===== src/rtl/mem_arbiter.sv =====
// Two-master (fetch/data) arbiter in front of a single-ported memory.
// Alternating priority on ties, fetch kill on flush, and a per-access timeout.
module mem_arbiter #(
  parameter int unsigned TIMEOUT = 255
) (
  input  logic        clk,
  input  logic        rst,
  input  logic        if_req,
  input  logic [31:0] if_addr,
  input  logic        if_flush,
  output logic        if_ready,
  output logic [31:0] if_rdata,
  input  logic        d_req,
  input  logic        d_we,
  input  logic [31:0] d_addr,
  input  logic [31:0] d_wdata,
  input  logic [3:0]  d_be,
  output logic        d_ready,
  output logic [31:0] d_rdata,
  output logic        mem_req,
  output logic        mem_we,
  output logic [31:0] mem_addr,
  output logic [31:0] mem_wdata,
  output logic [3:0]  mem_be,
  input  logic [31:0] mem_rdata,
  input  logic        mem_ready,
  output logic        bus_err,
  output logic [31:0] err_addr
);

  localparam int unsigned CW = (TIMEOUT < 1) ? 1 : $clog2(TIMEOUT + 1);
  localparam logic [31:0] NOP = 32'h0000_0013;

  typedef enum logic [1:0] {IDLE, IF_BUSY, D_BUSY} state_t;

  state_t          state;
  logic            last_grant_d;
  logic [31:0]     lat_addr;
  logic [31:0]     lat_wdata;
  logic [3:0]      lat_be;
  logic            lat_we;
  logic [CW-1:0]   wait_cnt;
  logic            kill;
  logic [31:0]     err_addr_q;

  logic            if_valid;
  logic            grant_d;
  logic            grant_if;
  logic            busy;
  logic            timed_out;
  logic            done;
  logic            if_hit;
  logic            d_hit;

  // A same-cycle flush invalidates the fetch request, and on ties the
  // requester not granted last wins.
  assign if_valid  = if_req & ~if_flush;
  assign grant_d   = d_req & (~if_valid | ~last_grant_d);
  assign grant_if  = if_valid & ~grant_d;
  assign busy      = (state != IDLE);
  assign timed_out = busy & ~mem_ready & (wait_cnt == CW'(TIMEOUT));
  assign done      = busy & (mem_ready | timed_out);
  assign if_hit    = ~rst & (state == IF_BUSY) & done & ~kill & ~if_flush;
  assign d_hit     = ~rst & (state == D_BUSY) & done;

  always_ff @(posedge clk) begin
    if (rst) begin
      state        <= IDLE;
      last_grant_d <= 1'b0;
      lat_addr     <= '0;
      lat_wdata    <= '0;
      lat_be       <= '0;
      lat_we       <= 1'b0;
      wait_cnt     <= '0;
      kill         <= 1'b0;
      err_addr_q   <= '0;
    end else begin
      case (state)
        IDLE: begin
          wait_cnt <= '0;
          kill     <= 1'b0;
          if (grant_d) begin
            state        <= D_BUSY;
            last_grant_d <= 1'b1;
            lat_addr     <= d_addr;
            lat_wdata    <= d_wdata;
            lat_be       <= d_be;
            lat_we       <= d_we;
          end else if (grant_if) begin
            state        <= IF_BUSY;
            last_grant_d <= 1'b0;
            lat_addr     <= if_addr;
            lat_wdata    <= '0;
            lat_be       <= 4'hF;
            lat_we       <= 1'b0;
          end
        end
        IF_BUSY, D_BUSY: begin
          if (done) begin
            state <= IDLE;
            kill  <= 1'b0;
            if (timed_out) err_addr_q <= lat_addr;
          end else begin
            wait_cnt <= wait_cnt + CW'(1);
            if (state == IF_BUSY && if_flush) kill <= 1'b1;
          end
        end
        default: state <= IDLE;
      endcase
    end
  end

  // Completion pulses follow mem_ready combinationally; everything is
  // forced low while reset is held.
  assign if_ready  = if_hit;
  assign if_rdata  = if_hit ? (mem_ready ? mem_rdata : NOP) : 32'h0;
  assign d_ready   = d_hit;
  assign d_rdata   = (d_hit & mem_ready) ? mem_rdata : 32'h0;
  assign bus_err   = ~rst & timed_out;
  assign err_addr  = rst ? 32'h0 : err_addr_q;

  assign mem_req   = ~rst & busy;
  assign mem_addr  = mem_req ? lat_addr  : 32'h0;
  assign mem_wdata = mem_req ? lat_wdata : 32'h0;
  assign mem_be    = mem_req ? lat_be    : 4'h0;
  assign mem_we    = mem_req & lat_we;

endmodule


===== config.mk =====
export PLATFORM = sky130hd
export DESIGN_NAME = mem_arbiter
export DESIGN_NICKNAME = d
export VERILOG_FILES = /design/src/rtl/mem_arbiter.sv
export SDC_FILE = /design/constraint.sdc
export NUM_CORES = 1
export LEC_CHECK = 0
export CAP_MARGIN = 15
export CORE_UTILIZATION = 36
export CTS_BUF_LIST = sky130_fd_sc_hd__clkbuf_8
export DETAILED_ROUTE_END_ITERATION = 6
export PLACE_DENSITY = 0.79
export SYNTH_ARGS = -nofsm -noshare
export SYNTH_HDL_FRONTEND = slang
export SYNTH_SLANG_ARGS = --single-unit

===== constraint.sdc =====
create_clock -name clk -period 1.9 [get_ports clk]
set_input_delay 0.285 -clock clk [delete_from_list [all_inputs] [get_ports clk]]
set_output_delay 0.285 -clock clk [all_outputs]
set_load 0.005 [all_outputs]

# ---- Yosys cells after proc, flatten, opt, wreduce, memory -nomap -nowiden
# Cells that the tools add are included.
dict set report classes {
  add_sub_neg 1
  n_eq_ne 7
  muxes 25
  bitwise 25
  reduce_logical 11
}
# op n
set ops {}
lappend ops {{32-bit 2-to-1 mux} 10}
lappend ops {{1-bit bitwise AND} 16}
lappend ops {{8-bit one-hot mux with 2 select lines} 1}
lappend ops {{4-bit 2-to-1 mux} 3}
lappend ops {{8-bit by 1-bit adder with 8-bit output, second input constant} 1}
lappend ops {{8-bit equality test, second input constant} 1}
lappend ops {{8-bit 2-to-1 mux} 1}
lappend ops {{2-bit AND reduction} 4}
lappend ops {{1-bit inverter} 7}
lappend ops {{2-bit 2-to-1 mux} 3}
lappend ops {{3-bit != test, second input constant} 2}
lappend ops {{2-bit nonzero test} 3}
lappend ops {{1-bit 2-to-1 mux} 5}
lappend ops {{2-bit != test, second input constant} 2}
lappend ops {{2-bit one-hot mux with 2 select lines} 1}
lappend ops {{3-bit AND reduction} 1}
lappend ops {{2-bit by 1-bit equality test with 1-bit output, second input constant} 1}
lappend ops {{2-bit equality test, second input constant} 1}
lappend ops {{2-bit zero test} 1}
lappend ops {{1-bit bitwise OR} 2}
lappend ops {{1-bit one-hot mux with 2 select lines} 1}
lappend ops {{2-bit OR reduction} 1}
lappend ops {{1-bit logical AND} 1}
dict set report totals {
  register_bits 113
  input_bits 139
  output_inout_bits 169
  word_cells 78
}

# ---- Longest topological paths before layout
dict set report logic_depth {
  word_depth 10
  depth_mapped 11
  mapped_depth_nobuf 8
}

# ---- Worst setup path before layout
# OpenSTA, ideal clock, no wires.
dict set report synth_path {
  path_type {flip-flop to output port}
  startpoint {register state[0]}
  endpoint {output port if_rdata[21]}
  arrival_time_ps 1744
  required_ps 1615
  path_slack_ps -129
  path_stages_with_launch 10
  path_buffers 3
  path_cell_list {dfxtp_1 -> inv_1 -> ha_1 -> buf_2 -> clkinv_2 -> nand2_1 -> nor4_1 -> clkbuf_1 -> clkbuf_2 -> and2_1}
}
dict set report synth_between {
  elab_chain_len 9
  word_cells_on_any_way 11
  classes_between {eq/ne (1); mux (1); bitwise (8); reduce/logical (1)}
}
# element line_no
set synth_lines {}
lappend synth_lines {{from (decl)} 36} ;# state_t state;
lappend synth_lines {{from (signal assigned)} 68} ;# state <= IDLE;
lappend synth_lines {{from (signal assigned)} 83} ;# state <= D_BUSY;
lappend synth_lines {{from (signal assigned)} 90} ;# state <= IF_BUSY;
lappend synth_lines {{2-bit nonzero test} 60} ;# assign busy = (state != IDLE);
lappend synth_lines {{1-bit bitwise AND (2 in series)} 61} ;# assign timed_out = busy & ~mem_ready & (wait_cnt == CW'(TIMEOUT));
lappend synth_lines {{1-bit bitwise OR} 62} ;# assign done = busy & (mem_ready | timed_out);
lappend synth_lines {{1-bit bitwise AND} 62}
lappend synth_lines {{1-bit bitwise AND * (3 in series)} 63} ;# assign if_hit = ~rst & (state == IF_BUSY) & done & ~kill & ~if_flush;
lappend synth_lines {{32-bit 2-to-1 mux *} 116} ;# assign if_rdata = if_hit ? (mem_ready ? mem_rdata : NOP) : 32'h0;
lappend synth_lines {{to (decl)} 12} ;# output logic [31:0] if_rdata,
# Mark *: on every way between the ends. The rest lies on a longest branch, timed or not.

# ---- Worst setup path after layout
dict set report layout_path {
  startpoint {input port mem_ready}
  endpoint {output port if_rdata[24]}
}
dict set report layout_between {
  elab_chain_len 9
  word_cells_on_any_way 10
  classes_between {mux (2); bitwise (8)}
}
# element line_no
set layout_lines {}
lappend layout_lines {{from (decl)} 26} ;# input logic mem_ready,
lappend layout_lines {{1-bit inverter} 61}
lappend layout_lines {{1-bit bitwise AND (2 in series)} 61}
lappend layout_lines {{1-bit bitwise OR} 62}
lappend layout_lines {{1-bit bitwise AND} 62}
lappend layout_lines {{1-bit bitwise AND (3 in series)} 63}
lappend layout_lines {{32-bit 2-to-1 mux *} 116}
# Marked as above.

==> impl_metrics.tcl <==
set metrics [dict create \
    status "finished, violations left" \
    violations "setup timing" \
    cts_hold_buf 0 \
    initial_core_util_pct 36.88 \
    cp_max_fo 5 \
    crit_type "in -> out" \
    skew_ns 0.01184 \
    antenna_left 0 \
    cts_sinks 113 \
    netlist_area_um2 5585 \
    synth_edf_count 0 \
    antenna_found_initial 1 \
    setup-violations-final 137 \
    holdWs_ns 0.3845 \
    power_leakage_uw 0.004656 \
    synthArstFlopShare_pct 0 \
    cts_max_path_buffers 2 \
    final.period_utilization_pct 125.0 \
    grt_remaining_overflow 0 \
    drt-initial-drc-count 317 \
    drt-pass1-iter-count 4 \
    finalSetupTns_ns -37.41 \
    seqPwrFrac_pct 37.0 \
    clkTransAtPathRegs_ns 0.07 \
    finalHoldViolations 0 \
    postSynthAreaPerCell_um2 8.514 \
    rows 45 \
    p_sw_uw 2328 \
    tightest_slew_ns 0.5016 \
    clk_latency_ns 0.43 \
    layout-drive-gt1-share_pct 40.44 \
    max-cap-violations 0 \
    drt_wl_total_um 22810 \
    dpl-instance-area_um2 9210 \
    p_per_area_nw_per_um2 708.1 \
    track_usage_pct 25.62 \
    wire_per_inst_um 18.55 \
    critPathLaunch "mem_ready" \
    cts_tree "yes" \
    grt_start_max_net_pins 71 \
    p_sw_share_pct 30.37 \
    ctsRootBufferMaster "clkbuf_8" \
    io_buffers 307 \
    gp_congestion 0.8673 \
    rsz0062_at_grt "yes" \
    endpoint "if_rdata[24]" \
    htree_levels 4 \
    crit_arrival_ns 2.09 \
    end_kind "output pin" \
    cellInternalPower_uw 5339 \
    avgViaCountPerCell 5.170 \
    syn-num-nets 799 \
    r2r-start "wait_cnt[4]" \
    cts_buffers 17 \
    die_y_um 126.6 \
    dr_total_vias 6359 \
    timing.rr.end "err_addr_q[18]" \
    relSlewSlack_pct 66.56 \
    stdcell_area_um2 10830 \
    die_area_um2 16020 \
    power_uw 7667 \
    hp-class "in -> reg" \
    yosysSeqAreaShare_pct 40.50 \
    worst-endpoint-required_ns 1.62 \
    r2r_slack_ns 0.04 \
    max-vdd-ir-drop_uv 401.9 \
    ios 308 \
    netlist_instances 656 \
    final_max_slew_viol_count 0 \
    yosys.cell_types.count 45 \
    hpwlAfterDp_um 13560 \
    ys_seq_elements 113 \
    core_region_area_um2 15150 \
    grt_pass1_vias 6081 \
    fmax_mhz 421.1 \
    combPwrFrac_pct 34.3 \
    syn2layout_area_growth_pct 93.86 \
    reg2regPathDepth 8 \
    p_clk_share_pct 28.8 \
    fin_nets 1173 \
    grt_pass1_wl_um 31770 \
    die_w_um 126.6 \
    synth_ff_type "dfxtp_1" \
    worstSetupStartpointType "input pin" \
    layout_setup_ws_ns -0.4749 \
    yosys_warnings 0 \
    period_needed_ns 2.375 \
    drc 0 \
]
==> worst min path at each step <==
stage / from / to / slack, ns / depth (start not counted)
6_report: rst / err_addr_q[3] / 0.38 / 3
5_1_grt: rst / err_addr_q[1] / 0.40 / 3
4_1_cts: d_be[1] / lat_be[1] / 0.45 / 3
3_5_place_dp: err_addr_q[31] / err_addr_q[31] / 0.47 / 2
3_3_place_gp: err_addr_q[15] / err_addr_q[15] / 0.46 / 2
2_1_floorplan: d_be[3] / lat_be[3] / 0.42 / 2
==> cell usage after synthesis (2+ instances only) <==
| cell | number | area, um^2 |
|---|---|---|
| inv_1 | 11 | 41.29 |
| a22oi_1 | 33 | 247.7 |
| mux2i_1 | 64 | 640.6 |
| a211oi_1 | 2 | 15.01 |
| and2_1 | 128 | 800.8 |
| buf_6 | 3 | 33.78 |
| nor3_1 | 9 | 45.04 |
| and3_1 | 5 | 31.28 |
| o21ai_0 | 43 | 215.2 |
| a21oi_1 | 38 | 190.2 |
| ha_1 | 4 | 50.05 |
| nor4_1 | 2 | 12.51 |
| nor2b_1 | 35 | 219.0 |
| clkbuf_1 | 41 | 153.9 |
| nand2b_1 | 4 | 25.02 |
| a31oi_1 | 2 | 12.51 |
| nand3_1 | 7 | 35.03 |
| buf_2 | 7 | 35.03 |
| dfxtp_1 | 113 | 2262 |
| nor2_1 | 75 | 281.5 |
| o21a_1 | 2 | 15.01 |
| nand2_1 | 4 | 15.01 |
| nand4_1 | 2 | 12.51 |
==> stage by stage <==
step           setup slack (ns)  utilization, %  std cells
6_report                -0.4749           71.49       1230
5_1_grt                 -0.5551           71.49       1230
4_1_cts                 -0.4669           66.04       1219
3_5_place_dp            -0.5408           60.81       1151
3_3_place_gp            -0.4857           60.81       1151
2_1_floorplan          0.006031               -        656
==> power groups by stage <==
stage          registers (uW)  clock network, uW  logic (uW)
4_1_cts                  2820               2250        2260
2_1_floorplan            2800                  0         953
3_3_place_gp             2840                  0        2010
3_5_place_dp             2850                  0        2030
6_report                 2830               2210        2630
5_1_grt                  2870               2360        2810
==> cell type report <==
cell class                      instances  area (um^2)
Multi-Input combinational cell        478         3515
Clock inverter                          9        92.59
Sequential cell                       113         2270
Clock buffer                           21        289.0
Inverter                               12        62.56
Tap cell                              188        235.2
Antenna cell                            1        2.502
Fill cell                            1119         4318
Timing Repair Buffer                  408         4362
==> flip-flops by register name (all words and copies together) (netlist names), 2 cells and up <==
| name | cells |
|---|---|
| err_addr_q | 32 |
| wait_cnt | 8 |
| lat_be | 4 |
| lat_addr | 32 |
| state | 2 |
| lat_wdata | 32 |
==> worst max-delay path, cell delays in order <==
cell and delay [ns]:
clkdlybuf4s50_1 0.63, inv_2 0.14, nor4_4 0.27, buf_4 0.20
buf_6 0.12, buf_6 0.11, buf_6 0.10, and2_1 0.12
buf_2 0.12
==> cells in the final DEF (no fill, tap or decap), types with 3 or more instances in the layout <==
cell             synthesis  routed
a21oi_1                 38      35
a21oi_2                  0       3
a22oi_1                 33      33
and2_1                 128       9
and2_4                   0     119
and3_1                   5       4
buf_12                   0      16
buf_2                    7      15
buf_4                    0      38
buf_6                    3     146
buf_8                    0       6
clkbuf_16                0       6
clkbuf_2                 1      10
clkbuf_8                 0      21
clkdlybuf4s50_1          0     169
dfxtp_1                113     107
dfxtp_2                  0       6
ha_4                     0       3
inv_1                   11      10
inv_2                    0       4
mux2i_1                 64      64
nand3_1                  7       7
nor2_1                  75      73
nor2b_1                 35      35
nor3_1                   9       7
nor4_4                   1       3
o21ai_0                 43      43
==> logic make-up (layout without fill, tap and decap cells) <==
logic type	count (synthesis)	after routing	synth area share, %
adder cells (fa/ha/maj)	4	4	0.8961
flip-flops	113	113	40.50
AND/OR/NAND/NOR	278	278	27.89
buffers and inverters	65	450	4.973
AO/OA/AOI/OAI	132	132	14.27
other	0	1	0
multiplexers	64	64	11.47
==> what timing repair did <==
item / in CTS / in global routing
buffers inserted: 32 / 10
resized for setup: 616 / 244
pin swaps: 47 / 48
endpoints found under the setup margin: 169 / 193
gates cloned: 7 / 9
==> routing by layer <==
layer	GRT usage [%]	vias to the layer above	part of all wire (%)
met4	13.82	0	4.5
met5	0	-	0
met3	8.646	70	8.8
met1	25.95	2998	35
met2	46.38	315	52
li1	-	2976	-
Note: power is estimated with default switching activity, not from simulation.
